===== src/rtl/sdio_pkg.sv =====
// Shared types and constants for the 3-wire SDIO register-bus target.
package sdio_pkg;
  typedef enum logic [2:0] {IDLE, ADDR, WDATA, TA, RDATA} sdio_state_e;
  localparam logic SDIO_RW_READ   = 1'b1;
  localparam int   SDIO_TA_CYCLES = 1;
endpackage


===== src/rtl/sdio_if.sv =====
// Serial pad side plus register-bank strobes of the SDIO target.
interface sdio_if #(
  parameter int ADDR_W = 7,
  parameter int DATA_W = 8
);
  logic              cs_n;
  logic              sdio_in;
  logic              sdio_out;
  logic              sdio_oe;
  logic              wr_en;
  logic [ADDR_W-1:0] wr_addr;
  logic [DATA_W-1:0] wr_data;
  logic              rd_en;
  logic [ADDR_W-1:0] rd_addr;
  logic [DATA_W-1:0] rd_data;
  logic              frame_err;
  logic              busy;

  modport slave (
    input  cs_n, sdio_in, rd_data,
    output sdio_out, sdio_oe, wr_en, wr_addr, wr_data, rd_en, rd_addr, frame_err, busy
  );
  modport master (
    output cs_n, sdio_in, rd_data,
    input  sdio_out, sdio_oe, wr_en, wr_addr, wr_data, rd_en, rd_addr, frame_err, busy
  );
endinterface


===== src/rtl/sdio_shift_reg.sv =====
// Data shifter: parallel load, serial in at the LSB, MSB-first serial out on q[W-1].
module sdio_shift_reg #(
  parameter int W = 8
) (
  input  logic         clk,
  input  logic         rst,
  input  logic         load,
  input  logic         shift,
  input  logic         sin,
  input  logic [W-1:0] din,
  output logic [W-1:0] q
);
  always_ff @(posedge clk or posedge rst) begin
    if (rst)        q <= '0;
    else if (load)  q <= din;
    else if (shift) q <= {q[W-2:0], sin};
  end
endmodule


===== src/rtl/sdio_target.sv =====
// Responder for the half-duplex SDIO register bus: frame decode, write/read strobes
// to the register bank, and read data serialised back onto the pad.
module sdio_target
  import sdio_pkg::*;
#(
  parameter int ADDR_W = 7,
  parameter int DATA_W = 8
) (
  input logic   sclk,
  input logic   rst,
  sdio_if.slave bus
);
  localparam int MAXW  = (ADDR_W > DATA_W) ? ADDR_W : DATA_W;
  localparam int CNT_W = $clog2(MAXW + 1);

  sdio_state_e       state_q, state_d;
  logic [CNT_W-1:0]  cnt_q, cnt_d;
  logic [ADDR_W-1:0] addr_q, addr_d;
  logic              rw_q, rw_d;
  logic              oe_q, oe_d;
  logic              wr_en_q, wr_en_d;
  logic [ADDR_W-1:0] wr_addr_q, wr_addr_d;
  logic [DATA_W-1:0] wr_data_q, wr_data_d;
  logic              rd_en_q, rd_en_d;
  logic [ADDR_W-1:0] rd_addr_q, rd_addr_d;
  logic              ferr_q, ferr_d;
  logic              busy_q, busy_d;

  logic              sr_load, sr_shift, sr_sin;
  logic [DATA_W-1:0] sr_q;

  // One shifter serves both directions: write bits enter at the LSB, read bits
  // leave from the MSB. Its MSB is only meaningful on the pad while oe is set.
  sdio_shift_reg #(.W(DATA_W)) u_sr (
    .clk   (sclk),
    .rst   (rst),
    .load  (sr_load),
    .shift (sr_shift),
    .sin   (sr_sin),
    .din   (bus.rd_data),
    .q     (sr_q)
  );

  always_comb begin
    state_d   = state_q;
    cnt_d     = cnt_q;
    addr_d    = addr_q;
    rw_d      = rw_q;
    oe_d      = 1'b0;
    wr_en_d   = 1'b0;
    wr_addr_d = wr_addr_q;
    wr_data_d = wr_data_q;
    rd_en_d   = 1'b0;
    rd_addr_d = rd_addr_q;
    ferr_d    = 1'b0;
    sr_load   = 1'b0;
    sr_shift  = 1'b0;
    sr_sin    = 1'b0;

    if (state_q != IDLE && bus.cs_n) begin
      // Deselect: only a frame cut inside a word counts as an error.
      state_d = IDLE;
      cnt_d   = '0;
      ferr_d  = (state_q == ADDR) ||
                ((state_q == WDATA || state_q == RDATA) && cnt_q != '0);
    end else begin
      case (state_q)
        IDLE: begin
          if (!bus.cs_n) begin
            rw_d    = bus.sdio_in;
            state_d = ADDR;
            cnt_d   = '0;
          end
        end
        ADDR: begin
          addr_d = {addr_q[ADDR_W-2:0], bus.sdio_in};
          cnt_d  = cnt_q + CNT_W'(1);
          if (cnt_q == CNT_W'(ADDR_W - 1)) begin
            cnt_d = '0;
            if (rw_q == SDIO_RW_READ) begin
              state_d   = TA;
              rd_en_d   = 1'b1;
              rd_addr_d = addr_d;
            end else begin
              state_d = WDATA;
            end
          end
        end
        WDATA: begin
          sr_shift = 1'b1;
          sr_sin   = bus.sdio_in;
          cnt_d    = cnt_q + CNT_W'(1);
          if (cnt_q == CNT_W'(DATA_W - 1)) begin
            cnt_d     = '0;
            wr_en_d   = 1'b1;
            wr_addr_d = addr_q;
            wr_data_d = {sr_q[DATA_W-2:0], bus.sdio_in};
            addr_d    = addr_q + ADDR_W'(1);
          end
        end
        TA: begin
          sr_load = 1'b1;
          oe_d    = 1'b1;
          state_d = RDATA;
          cnt_d   = '0;
        end
        RDATA: begin
          if (cnt_q == CNT_W'(DATA_W - 1)) begin
            // Word done: prefetch the next address behind a fresh turnaround.
            state_d   = TA;
            cnt_d     = '0;
            addr_d    = addr_q + ADDR_W'(1);
            rd_en_d   = 1'b1;
            rd_addr_d = addr_q + ADDR_W'(1);
          end else begin
            sr_shift = 1'b1;
            oe_d     = 1'b1;
            cnt_d    = cnt_q + CNT_W'(1);
          end
        end
        default: state_d = IDLE;
      endcase
    end
    busy_d = (state_d != IDLE);
  end

  always_ff @(posedge sclk or posedge rst) begin
    if (rst) begin
      state_q   <= IDLE;
      cnt_q     <= '0;
      addr_q    <= '0;
      rw_q      <= 1'b0;
      oe_q      <= 1'b0;
      wr_en_q   <= 1'b0;
      wr_addr_q <= '0;
      wr_data_q <= '0;
      rd_en_q   <= 1'b0;
      rd_addr_q <= '0;
      ferr_q    <= 1'b0;
      busy_q    <= 1'b0;
    end else begin
      state_q   <= state_d;
      cnt_q     <= cnt_d;
      addr_q    <= addr_d;
      rw_q      <= rw_d;
      oe_q      <= oe_d;
      wr_en_q   <= wr_en_d;
      wr_addr_q <= wr_addr_d;
      wr_data_q <= wr_data_d;
      rd_en_q   <= rd_en_d;
      rd_addr_q <= rd_addr_d;
      ferr_q    <= ferr_d;
      busy_q    <= busy_d;
    end
  end

  assign bus.sdio_out  = sr_q[DATA_W-1];
  assign bus.sdio_oe   = oe_q;
  assign bus.wr_en     = wr_en_q;
  assign bus.wr_addr   = wr_addr_q;
  assign bus.wr_data   = wr_data_q;
  assign bus.rd_en     = rd_en_q;
  assign bus.rd_addr   = rd_addr_q;
  assign bus.frame_err = ferr_q;
  assign bus.busy      = busy_q;
endmodule


===== src/flat_wrapper.sv =====
// flat-port wrapper written by rule: the top's interface ports become plain ports
module sdio_target_flat import sdio_pkg::*;
#(
  parameter int ADDR_W = 7,
  parameter int DATA_W = 8
)
  (sclk, rst, bus_cs_n, bus_sdio_in, bus_rd_data, bus_sdio_out, bus_sdio_oe, bus_wr_en, bus_wr_addr, bus_wr_data, bus_rd_en, bus_rd_addr, bus_frame_err, bus_busy);
  sdio_if #(.ADDR_W(ADDR_W), .DATA_W(DATA_W)) bus_i ();
  input logic sclk;
  input logic rst;
  input wire logic [$bits(bus_i.cs_n)-1:0] bus_cs_n;
  input wire logic [$bits(bus_i.sdio_in)-1:0] bus_sdio_in;
  input wire logic [$bits(bus_i.rd_data)-1:0] bus_rd_data;
  output wire logic [$bits(bus_i.sdio_out)-1:0] bus_sdio_out;
  output wire logic [$bits(bus_i.sdio_oe)-1:0] bus_sdio_oe;
  output wire logic [$bits(bus_i.wr_en)-1:0] bus_wr_en;
  output wire logic [$bits(bus_i.wr_addr)-1:0] bus_wr_addr;
  output wire logic [$bits(bus_i.wr_data)-1:0] bus_wr_data;
  output wire logic [$bits(bus_i.rd_en)-1:0] bus_rd_en;
  output wire logic [$bits(bus_i.rd_addr)-1:0] bus_rd_addr;
  output wire logic [$bits(bus_i.frame_err)-1:0] bus_frame_err;
  output wire logic [$bits(bus_i.busy)-1:0] bus_busy;
  assign bus_i.cs_n = bus_cs_n;
  assign bus_i.sdio_in = bus_sdio_in;
  assign bus_i.rd_data = bus_rd_data;
  assign bus_sdio_out = bus_i.sdio_out;
  assign bus_sdio_oe = bus_i.sdio_oe;
  assign bus_wr_en = bus_i.wr_en;
  assign bus_wr_addr = bus_i.wr_addr;
  assign bus_wr_data = bus_i.wr_data;
  assign bus_rd_en = bus_i.rd_en;
  assign bus_rd_addr = bus_i.rd_addr;
  assign bus_frame_err = bus_i.frame_err;
  assign bus_busy = bus_i.busy;
  sdio_target #(.ADDR_W(ADDR_W), .DATA_W(DATA_W)) u_core (.sclk(sclk), .rst(rst), .bus(bus_i));
endmodule

===== config.mk =====
export PLATFORM = sky130hd
export DESIGN_NAME = sdio_target_flat
export DESIGN_NICKNAME = d
export VERILOG_FILES = /design/src/rtl/sdio_pkg.sv /design/src/rtl/sdio_if.sv /design/src/rtl/sdio_shift_reg.sv /design/src/rtl/sdio_target.sv /design/src/flat_wrapper.sv
export SDC_FILE = /design/constraint.sdc
export NUM_CORES = 1
export LEC_CHECK = 0
export ABC_AREA = 1
export BUFFER_PORTS_ARGS = -buffer_cell sky130_fd_sc_hd__buf_2
export CAP_MARGIN = 20
export CORE_ASPECT_RATIO = 1.75
export CORE_UTILIZATION = 30
export DETAILED_ROUTE_END_ITERATION = 10
export PLACE_DENSITY_LB_ADDON = 0.3
export SETUP_SLACK_MARGIN = 0.4
export SLEW_MARGIN = 20
export SYNTH_ARGS = -nofsm -noshare
export SYNTH_HDL_FRONTEND = slang
export SYNTH_SLANG_ARGS = --single-unit

===== constraint.sdc =====
create_clock -name sclk -period 4.3 [get_ports sclk]
set_input_delay 0 -clock sclk [delete_from_list [all_inputs] [get_ports sclk]]
set_output_delay 0 -clock sclk [all_outputs]
set_load 0.05 [all_outputs]

==> results.yml <==
run_status:
  status: "complete, no violations"
cts:
  clock_latency_ns: 0.29
  clock_path_buffers: 2
  clock-sinks: 50
  clk_pin_slew_ns: 0.07
  post_cts_resize_count: 0
  cts_root_buf: "clkbuf_16"
  numCtsBuffers: 5
  cts_htree_levels: 2
  post_cts_buffers: 0
  cts_tree: "done"
  holdBufCountCts: 2
sta:
  hold_viol: 0
  setup_viol: 0
  rsz0062_at_grt: "false"
  fin_crit_ns: 2.03
  max_freq_mhz: 492
  setup_ws_ns: 2.27
  final.setup_skew_ns: 0.00520
  slew_violations: 0
  worstMarginPinSlew_ns: 0.904
  final.setup.tns_ns: 0
  maxSlewHeadroom: 0.395
  min_period_over_period: 0.473
setup_path:
  cp_top_family: "simple AND/OR/NAND/NOR gates"
  crit_arrival_ns: 2.22
  cp_slowest_stage_delay_ns: 0.64
  required_ns: 4.49
  cp_slowest_cell: "nand3_1"
  critPathMostFrequentCell: "nand3_1"
  path_cells: "ha_1, nand3_1, inv_1, nand3_1, o21ai_0"
  start_kind: "flop"
  cp-end-kind: "flop"
  reg2reg_slack_ns: 2.27
  critical_path_buf_inv_count: 1
  path_class: "reg -> reg"
  cp_max_fo: 31
route:
  viasPerCell: 4.73
  vias: 2195
  drtAntennaViolNets: 0
  post-route-drc-count: 0
  drt-total-wl_mm: 5.90
  dr.pass1.iters: 4
  drtIter0Drc: 170
  wire_per_inst_um: 12.7
cells_and_area:
  stdcell_count: 464
  drive_above_1_share: 0.171
  final_nets: 389
  n_antenna_cell: 0
  syn_to_final_growth_pct: 18.0
run:
  maxCapViolations: 0
grt:
  grt_max_degree: 34
  overflow: 0
  grt_pass1_wl_mm: 9.54
  grt_usage: 0.143
  grt_pass1_vias: 2100
  antenna_found_initial: 0
logic_synthesis:
  syn-cell-area_mm2: 0.00252
  synth_seq_cells: 50
  synthMuxAreaShare: 0
  synth_xor_area_frac: 0.00347
  yosysSeqAreaShare: 0.496
  synth_warnings: 0
  synth-simple-area-share: 0.308
  synth_fa_ha_area_frac: 0.0199
  synth_top_family_by_area: "simple AND/OR/NAND/NOR gates"
  ys_types: 21
  synthCells: 332
  synth-compound-area-share: 0.0973
  syn-num-nets: 348
  syn_avg_cell_area_um2: 7.59
power_and_ir_drop:
  p_sw_frac: 0.404
  vdd_drop_max_mv: 0.207
  power.leakage_uw: 0.00159
  p_seq_frac: 0.405
  p_clk_frac: 0.266
  power.internal_uw: 925
  power_frac_comb: 0.329
  p_sw_uw: 626
  power.density_mw_per_mm2: 522
  power_uw: 1550
placed_design:
  placed_cells: 454
  io_buffers: 39
  place_congestion: 0.880
  hpwl_mm: 4.59
  pre_cts_ws_ns: 2.24
worst_hold_path:
  hp-class: "in -> reg"
floorplan:
  die_height_um: 123
  initial_core_util: 0.314
  core_area_mm2: 0.00802
  die-area_mm2: 0.00879
  dieWidth_um: 71.3
  row_count: 43
  boundaryPins: 40
worst register-to-register path, stage by stage, from the launching register on:
cell and delay (ns):
dfrtp_1 0.41, ha_1 0.21, nand3_1 0.13, inv_1 0.13, nand3_1 0.64, o21ai_0 0.41
state kept, by name, indices dropped and copies added (netlist names):
| register | flops |
|---|---|
| u_core.state_q | 3 |
| u_core.bus.wr_en | 1 |
| u_core.bus.rd_addr | 7 |
| u_core.u_sr.q | 8 |
| u_core.addr_q | 7 |
| u_core.bus.rd_en | 1 |
| u_core.bus.frame_err | 1 |
| u_core.bus.sdio_oe | 1 |
| u_core.rw_q | 1 |
| u_core.bus.busy | 1 |
| u_core.bus.wr_addr | 7 |
| u_core.bus.wr_data | 8 |
| u_core.cnt_q | 4 |
cells by family (layout without fill, tap and decap cells):
| group | after synthesis | after routing |
|---|---|---|
| xor+xnor | 1 | 1 |
| simple gates | 184 | 184 |
| flops | 50 | 50 |
| compound gates | 48 | 48 |
| buf+inv | 45 | 87 |
| fa+ha+maj | 4 | 4 |
metal layers:
| layer | global-route usage | up-vias | share of wire |
|---|---|---|---|
| li1 | - | 1120 | - |
| met1 | 0.138 | 1032 | 0.38 |
| met2 | 0.274 | 27 | 0.56 |
| met3 | 0.0293 | 16 | 0.025 |
| met4 | 0.0838 | 0 | 0.035 |
| met5 | 0 | - | 0 |
path summary, 6_finish.rpt:
check	startpoint	end	cells past startpoint
worst max-delay path	u_core.cnt_q[1]	u_core.bus.wr_data[5]	5
worst min-delay path	bus_sdio_in	u_core.rw_q	3
worst max register to register	u_core.cnt_q[1]	u_core.bus.wr_data[5]	5
worst min register to register	u_core.bus.rd_addr[4]	u_core.bus.rd_addr[4]	2
max in group asynchronous	rst	u_core.bus.rd_addr[6]	4
min in group asynchronous	rst	u_core.cnt_q[0]	3
synth_stat cells:
cell type | n | area share
clkbuf_1 | 2 | 0.0030
o21ai_0 | 42 | 0.083
o21ai_1 | 1 | 0.0020
nand4_1 | 1 | 0.0025
nand2_1 | 130 | 0.19
or2_2 | 1 | 0.0025
dfrtp_1 | 50 | 0.50
inv_2 | 1 | 0.0015
buf_6 | 2 | 0.0089
nand2_4 | 1 | 0.0045
a21oi_1 | 3 | 0.0060
nand2_2 | 8 | 0.020
buf_2 | 4 | 0.0079
ha_1 | 4 | 0.020
o21bai_1 | 2 | 0.0060
xor2_1 | 1 | 0.0035
inv_1 | 36 | 0.054
nand3_1 | 27 | 0.054
nor2_1 | 12 | 0.018
nor2_4 | 2 | 0.0089
nor2_2 | 2 | 0.0050
layout make-up:
cell class	instances	area, µm²
Clock inverter	2	16.3
Timing Repair Buffer	42	235
Clock buffer	6	139
Fill cell	860	5040
Sequential cell	50	1250
Multi-Input combinational cell	237	1080
Tap cell	90	113
Inverter	37	139
power by group through the flow:
| stage | combinational [µW] | clock (µW) | sequential, µW |
|---|---|---|---|
| 2_1_floorplan | 286 | 0 | 734 |
| 3_3_place_gp | 512 | 0 | 633 |
| 3_5_place_dp | 514 | 0 | 637 |
| 4_1_cts | 518 | 427 | 628 |
| 5_1_grt | 570 | 446 | 640 |
| 6_report | 510 | 413 | 629 |
placed cells by master, fill, tap and decap left out, types with 2 or more instances in the layout:
cell type and n:
a21oi_1 3, buf_2 39, clkbuf_16 5, dfrtp_1 50, dlygate4sd3_1 2, ha_1 4
inv_1 35, inv_2 2, nand2_1 130, nand2_2 8, nand3_1 27, nor2_1 12
nor2_2 2, nor2_4 2, o21ai_0 42, o21bai_1 2
metrics by stage:
stage | cell area [µm²] | hold WS (ns) | util
after CTS | 2970 | 0.00195 | 0.371
after floorplan | 2520 | 0.112 | -
final | 2970 | 0.00486 | 0.371
after global routing | 2970 | 0.0397 | 0.371
after detailed placement | 2800 | 0.0210 | 0.349
after global placement | 2780 | 0.228 | 0.347
No activity file was read; power rests on OpenSTA's default activity.
